**config.mk**
```make
export PLATFORM = sky130hd
export DESIGN_NAME = ex_stage
export DESIGN_NICKNAME = d
export VERILOG_FILES = /design/src/rtl/ex_stage.sv
export SDC_FILE = /design/constraint.sdc
export NUM_CORES = 2
export LEC_CHECK = 0
export BUFFER_PORTS_ARGS = -buffer_cell sky130_fd_sc_hd__buf_2
export CAP_MARGIN = 20
export CORE_UTILIZATION = 45
export CTS_BUF_LIST = sky130_fd_sc_hd__clkbuf_8
export CTS_CLUSTER_DIAMETER = 40
export DETAILED_ROUTE_END_ITERATION = 16
export PLACE_DENSITY = 0.62
export SYNTH_ARGS = -nofsm -noshare
export SYNTH_HDL_FRONTEND = slang
export SYNTH_SLANG_ARGS = --single-unit
```
**constraint.sdc**
```tcl
create_clock -name clk -period 25.9 [get_ports clk]
set_input_delay 6.475 -clock clk [delete_from_list [all_inputs] [get_ports clk]]
set_output_delay 6.475 -clock clk [all_outputs]
set_load 0.03 [all_outputs]
```
**src/rtl/ex_stage.sv**
```systemverilog
// Execute stage: logic/shift/arith/move ALU, single-cycle multiply and a
// 32-step radix-2 restoring divider that stalls the pipeline while it runs.
`timescale 1ns/1ps
module ex_stage (
  input  logic        clk,
  input  logic        rst,
  input  logic [31:0] ex_reg1,
  input  logic [31:0] ex_reg2,
  input  logic [4:0]  ex_wd,
  input  logic        ex_wreg,
  input  logic [2:0]  ex_alusel,
  input  logic [7:0]  ex_aluop,
  input  logic [31:0] hi_i,
  input  logic [31:0] lo_i,
  output logic [4:0]  wd_o,
  output logic        wreg_o,
  output logic [31:0] wdata_o,
  output logic        whilo_o,
  output logic [31:0] hi_o,
  output logic [31:0] lo_o,
  output logic        stallreq_o
);

  localparam logic [2:0] SEL_LOGIC  = 3'd1;
  localparam logic [2:0] SEL_SHIFT  = 3'd2;
  localparam logic [2:0] SEL_ARITH  = 3'd3;
  localparam logic [2:0] SEL_MOVE   = 3'd4;

  localparam logic [7:0] OP_AND   = 8'h24;
  localparam logic [7:0] OP_OR    = 8'h25;
  localparam logic [7:0] OP_XOR   = 8'h26;
  localparam logic [7:0] OP_NOR   = 8'h27;
  localparam logic [7:0] OP_SLL   = 8'h7C;
  localparam logic [7:0] OP_SRL   = 8'h02;
  localparam logic [7:0] OP_SRA   = 8'h03;
  localparam logic [7:0] OP_ADDU  = 8'h21;
  localparam logic [7:0] OP_SUBU  = 8'h23;
  localparam logic [7:0] OP_SLT   = 8'h2A;
  localparam logic [7:0] OP_SLTU  = 8'h2B;
  localparam logic [7:0] OP_MFHI  = 8'h10;
  localparam logic [7:0] OP_MFLO  = 8'h12;
  localparam logic [7:0] OP_MULT  = 8'h18;
  localparam logic [7:0] OP_MULTU = 8'h19;
  localparam logic [7:0] OP_DIV   = 8'h1A;
  localparam logic [7:0] OP_DIVU  = 8'h1B;

  typedef enum logic [1:0] {
    S_IDLE = 2'd0,
    S_ZERO = 2'd1,
    S_ON   = 2'd2,
    S_END  = 2'd3
  } div_state_e;

  div_state_e  state_q;
  logic [5:0]  cnt_q;
  logic [31:0] rem_q;
  logic [31:0] quo_q;
  logic [31:0] dvsr_q;
  logic        neg_quo_q;
  logic        neg_rem_q;

  logic        is_div;
  logic        is_sdiv;
  logic        is_mult;
  logic [31:0] abs1;
  logic [31:0] abs2;
  logic [32:0] trial;
  logic [32:0] diff;
  logic [31:0] rem_d;
  logic [31:0] quo_d;
  logic [63:0] mul_a;
  logic [63:0] mul_b;
  logic [63:0] product;
  logic [31:0] alu_res;

  assign is_div  = (ex_aluop == OP_DIV) || (ex_aluop == OP_DIVU);
  assign is_sdiv = (ex_aluop == OP_DIV);
  assign is_mult = (ex_aluop == OP_MULT) || (ex_aluop == OP_MULTU);

  assign abs1 = (is_sdiv && ex_reg1[31]) ? (32'd0 - ex_reg1) : ex_reg1;
  assign abs2 = (is_sdiv && ex_reg2[31]) ? (32'd0 - ex_reg2) : ex_reg2;

  // Partial remainder stays below the divisor, so trial - divisor fits in 32
  // bits whenever it is non-negative; bit 32 acts as the borrow.
  assign trial = {rem_q, quo_q[31]};
  assign diff  = trial - {1'b0, dvsr_q};

  always_comb begin
    if (!diff[32]) begin
      rem_d = diff[31:0];
      quo_d = {quo_q[30:0], 1'b1};
    end else begin
      rem_d = trial[31:0];
      quo_d = {quo_q[30:0], 1'b0};
    end
  end

  assign mul_a   = (ex_aluop == OP_MULT) ? {{32{ex_reg1[31]}}, ex_reg1} : {32'd0, ex_reg1};
  assign mul_b   = (ex_aluop == OP_MULT) ? {{32{ex_reg2[31]}}, ex_reg2} : {32'd0, ex_reg2};
  assign product = mul_a * mul_b;

  always_comb begin
    alu_res = 32'd0;
    case (ex_alusel)
      SEL_LOGIC: begin
        case (ex_aluop)
          OP_AND:  alu_res = ex_reg1 & ex_reg2;
          OP_OR:   alu_res = ex_reg1 | ex_reg2;
          OP_XOR:  alu_res = ex_reg1 ^ ex_reg2;
          OP_NOR:  alu_res = ~(ex_reg1 | ex_reg2);
          default: alu_res = 32'd0;
        endcase
      end
      SEL_SHIFT: begin
        case (ex_aluop)
          OP_SLL:  alu_res = ex_reg2 << ex_reg1[4:0];
          OP_SRL:  alu_res = ex_reg2 >> ex_reg1[4:0];
          OP_SRA:  alu_res = $signed(ex_reg2) >>> ex_reg1[4:0];
          default: alu_res = 32'd0;
        endcase
      end
      SEL_ARITH: begin
        case (ex_aluop)
          OP_ADDU: alu_res = ex_reg1 + ex_reg2;
          OP_SUBU: alu_res = ex_reg1 - ex_reg2;
          OP_SLT:  alu_res = {31'd0, ($signed(ex_reg1) < $signed(ex_reg2))};
          OP_SLTU: alu_res = {31'd0, (ex_reg1 < ex_reg2)};
          default: alu_res = 32'd0;
        endcase
      end
      SEL_MOVE: begin
        case (ex_aluop)
          OP_MFHI: alu_res = hi_i;
          OP_MFLO: alu_res = lo_i;
          default: alu_res = 32'd0;
        endcase
      end
      default: alu_res = 32'd0;
    endcase
  end

  always_ff @(posedge clk) begin
    if (rst) begin
      state_q   <= S_IDLE;
      cnt_q     <= 6'd0;
      rem_q     <= 32'd0;
      quo_q     <= 32'd0;
      dvsr_q    <= 32'd0;
      neg_quo_q <= 1'b0;
      neg_rem_q <= 1'b0;
    end else begin
      case (state_q)
        S_IDLE: begin
          if (is_div) begin
            if (ex_reg2 == 32'd0) begin
              state_q <= S_ZERO;
            end else begin
              quo_q     <= abs1;
              rem_q     <= 32'd0;
              dvsr_q    <= abs2;
              cnt_q     <= 6'd0;
              neg_quo_q <= is_sdiv && (ex_reg1[31] ^ ex_reg2[31]);
              neg_rem_q <= is_sdiv && ex_reg1[31];
              state_q   <= S_ON;
            end
          end
        end
        S_ZERO: begin
          quo_q     <= 32'd0;
          rem_q     <= 32'd0;
          neg_quo_q <= 1'b0;
          neg_rem_q <= 1'b0;
          state_q   <= S_END;
        end
        S_ON: begin
          rem_q <= rem_d;
          quo_q <= quo_d;
          cnt_q <= cnt_q + 6'd1;
          if (cnt_q == 6'd31) state_q <= S_END;
        end
        S_END:   state_q <= S_IDLE;
        default: state_q <= S_IDLE;
      endcase
    end
  end

  always_comb begin
    wd_o       = 5'd0;
    wreg_o     = 1'b0;
    wdata_o    = 32'd0;
    whilo_o    = 1'b0;
    hi_o       = 32'd0;
    lo_o       = 32'd0;
    stallreq_o = 1'b0;
    if (!rst) begin
      wd_o       = ex_wd;
      wreg_o     = ex_wreg;
      wdata_o    = alu_res;
      stallreq_o = ((state_q == S_IDLE) && is_div) || (state_q == S_ZERO) || (state_q == S_ON);
      if (state_q == S_END) begin
        whilo_o = 1'b1;
        hi_o    = neg_rem_q ? (32'd0 - rem_q) : rem_q;
        lo_o    = neg_quo_q ? (32'd0 - quo_q) : quo_q;
      end else if (is_mult) begin
        whilo_o = 1'b1;
        hi_o    = product[63:32];
        lo_o    = product[31:0];
      end
    end
  end

endmodule

```
==> flow_summary.yaml <==
outcome:
  status: "finished clean"
cts:
  cts_tree: "built"
  insertion_delay_ns: 0.41
  postCtsHoldBufs: 0
  cts_root_buf: "clkbuf_8"
  post_cts_buffers: 0
  path_clk_slew_ns: 0.11
  cts_sinks: 106
  cts_made_buffers: 9
  clk_path_buf_depth: 2
  h-tree-depth: 3
  cts_resized: 0
timing:
  fin_crit_ns: 25.43
  setup_tns_ns: 0
  fin_ws_ns: 0.4668
  slew_headroom_pct: 15.70
  period_share_pct: 98.20
  max_freq_ghz: 0.03932
  finalClockSkew_ns: 0.01508
  slew_violations: 0
  hold_viol: 0
  tightest_slew_ns: 1.257
  setup_viol: 0
  grt_setup_unrepaired: "false"
floorplanning:
  core_area_um2: 142100
  num_rows: 138
  die_y_um: 381.1
  die_area_um2: 145200
  initial_core_util_pct: 45.51
  io_pins: 251
  fp.dieW_um: 381.1
layout:
  finalNetCount: 9798
  layout-drive-gt1-share_pct: 6.638
  fin_cells: 9690
  final_common_cell: "inv_1"
  synthToLayoutAreaGrowth_pct: 5.494
  mostFrequentLayoutCells: "1688 x inv_1, 1422 x fa_1, 956 x nand2_1"
synthesis:
  synthDistinctLibCells: 87
  synth_cells: 7797
  ys_ff_latch: 106
  synth_fa_ha_area_share_pct: 52.64
  synth.yosys.seq_area_share_pct: 3.281
  synth_xor_area_share_pct: 4.401
  avgSynthCellArea_um2: 8.295
  syn_area_um2: 64670
  synth-compound-area-share_pct: 11.44
  synth-simple-area-share_pct: 13.08
  ys.flop_type: "dfxtp_1"
  async_reset_ff_share_pct: 0
  yosys_warnings: 0
  postSynthNetCount: 9812
  synthMuxAreaShare_pct: 2.474
  synth_top_family_by_area: "adder cells"
  synth-edff-count: 0
critical_path:
  regToRegStartpoint: "quo_q[31]"
  cpMostUsedCell: "fa_1"
  cp_max_fo: 59
  r2r_end: "quo_q[0]"
  r2r_cells: 15
  critPathSlowestCell: "inv_1"
  crit_path_start_kind: "input port"
  worstPathArrival_ns: 18.96
  max_stage_delay_ns: 0.94
  path_class: "in -> out"
  cp.required_ns: 19.42
  r2r_slack_ns: 21.32
  cp-end-kind: "output pin"
drt:
  wl_met3_um: 32090
  via_per_inst: 5.931
  drc: 0
  wl_per_cell_um: 29.88
  wl_met1_um: 113600
  vias: 57470
  ant_nets: 0
  drt_first_pass_iters: 12
  wirelength_um: 289600
  wl_met2_um: 122800
  dr.max_layer_used: "met5"
  drt_iter0_markers: 6934
placement:
  port-buffer-count: 250
  pre_cts_slack_ns: 0.7914
  place.gp.congestion: 1.091
  dp_cells: 9659
  post-dp-hpwl_um: 236200
global_routing:
  gr-total-overflow: 0
  track_usage_pct: 39.92
  grt_pass1_vias: 58600
  antenna_found_initial: 28
  grt_first_pass_wirelength_um: 416000
  grt_max_degree: 62
worst_hold_path:
  min_from: "dvsr_q[0]"
  hp-class: "reg -> reg"
  whs_path_depth: 2
  min_to: "dvsr_q[0]"
flow_run:
  maxCapViolCount: 0
-- through the flow --
step,hold slack [ns],cell area (um2),util (%)
after floorplan,0.4319,64670,-
after global placement,0.4469,67830,47.73
after detailed placement,0.4556,67930,47.80
after CTS,0.4720,68130,47.94
after global routing,0.4876,68200,48.00
final,0.4726,68230,48.01
-- layout make-up --
cell class	instances	area, um2
fillers	14100	73880
diodes	12	30.03
inverters	1722	6464
well taps	1890	2365
clock inverters	5	52.55
repair buffers	420	2641
flip-flops and latches	106	2122
multi-input cells	5524	54400
clock buffers	11	151.4
-- synthesized netlist by cell type (9+ instances only) --
master	count	area share, %
clkbuf_1	326	1.9
a211oi_1	99	1.1
clkinv_1	21	0.12
fa_1	1422	44
buf_1	105	0.61
xnor2_1	261	3.5
mux2_2	9	0.16
inv_1	1694	9.8
a22oi_1	79	0.92
o31ai_1	42	0.49
o211ai_1	20	0.23
nor3_1	79	0.61
and3_1	20	0.19
nor2_1	729	4.2
nor4_1	24	0.23
o21ai_0	263	2.0
mux2i_1	134	2.1
or2_2	16	0.15
a221oi_1	32	0.43
and2_1	16	0.15
a21o_1	68	0.79
nand2b_1	36	0.35
a311oi_1	11	0.15
or4_1	11	0.13
a21oi_1	277	2.1
o22ai_1	58	0.56
ha_1	446	8.6
or3_1	19	0.18
a31oi_1	46	0.44
nand3_1	41	0.32
o21a_1	19	0.22
nor2b_1	22	0.21
o21bai_1	24	0.28
nand2_1	957	5.6
o41ai_1	14	0.19
dfxtp_1	106	3.3
xor2_1	64	0.87
nand4_1	25	0.24
-- flip-flops by register name, summed over array words and instances (netlist names) --
register / flops
neg_quo_q: 1
state_q: 2
rem_q: 32
cnt_q: 6
dvsr_q: 32
neg_rem_q: 1
quo_q: 32
-- worst max-delay path: cells and delay by family --
| kind | cells | cell delay, ns |
|---|---|---|
| compound gates | 6 | 1.40 |
| xor+xnor | 1 | 0.17 |
| fa+ha+maj | 11 | 5.92 |
| buf+inv | 10 | 2.33 |
| simple gates | 7 | 2.58 |
-- how the worst max path moves through the flow --
stage	slack, ns	cells past startpoint	endpoint	start
6_report	0.47	35	hi_o[31]	ex_aluop[1]
5_1_grt	0.34	38	hi_o[31]	ex_aluop[7]
4_1_cts	0.79	38	hi_o[31]	ex_aluop[7]
3_5_place_dp	0.79	38	hi_o[31]	ex_aluop[7]
3_3_place_gp	0.85	35	hi_o[31]	ex_aluop[1]
2_1_floorplan	3.19	34	hi_o[31]	ex_aluop[7]
-- layer usage --
layer	GRT usage, %	up-vias
li1	-	23990
met1	52.81	29190
met2	60.43	3488
met3	8.995	794
met4	22.22	12
met5	0	-
-- cells by family after synthesis --
kind of cell    Yosys count
buf+inv                2167
simple gates           2031
fa+ha+maj              1868
compound gates         1150
xor+xnor                325
mux                     150
flops                   106
Power is not shown: default switching activity piles up to over one toggle a cycle in this logic, so the estimate is an artifact.
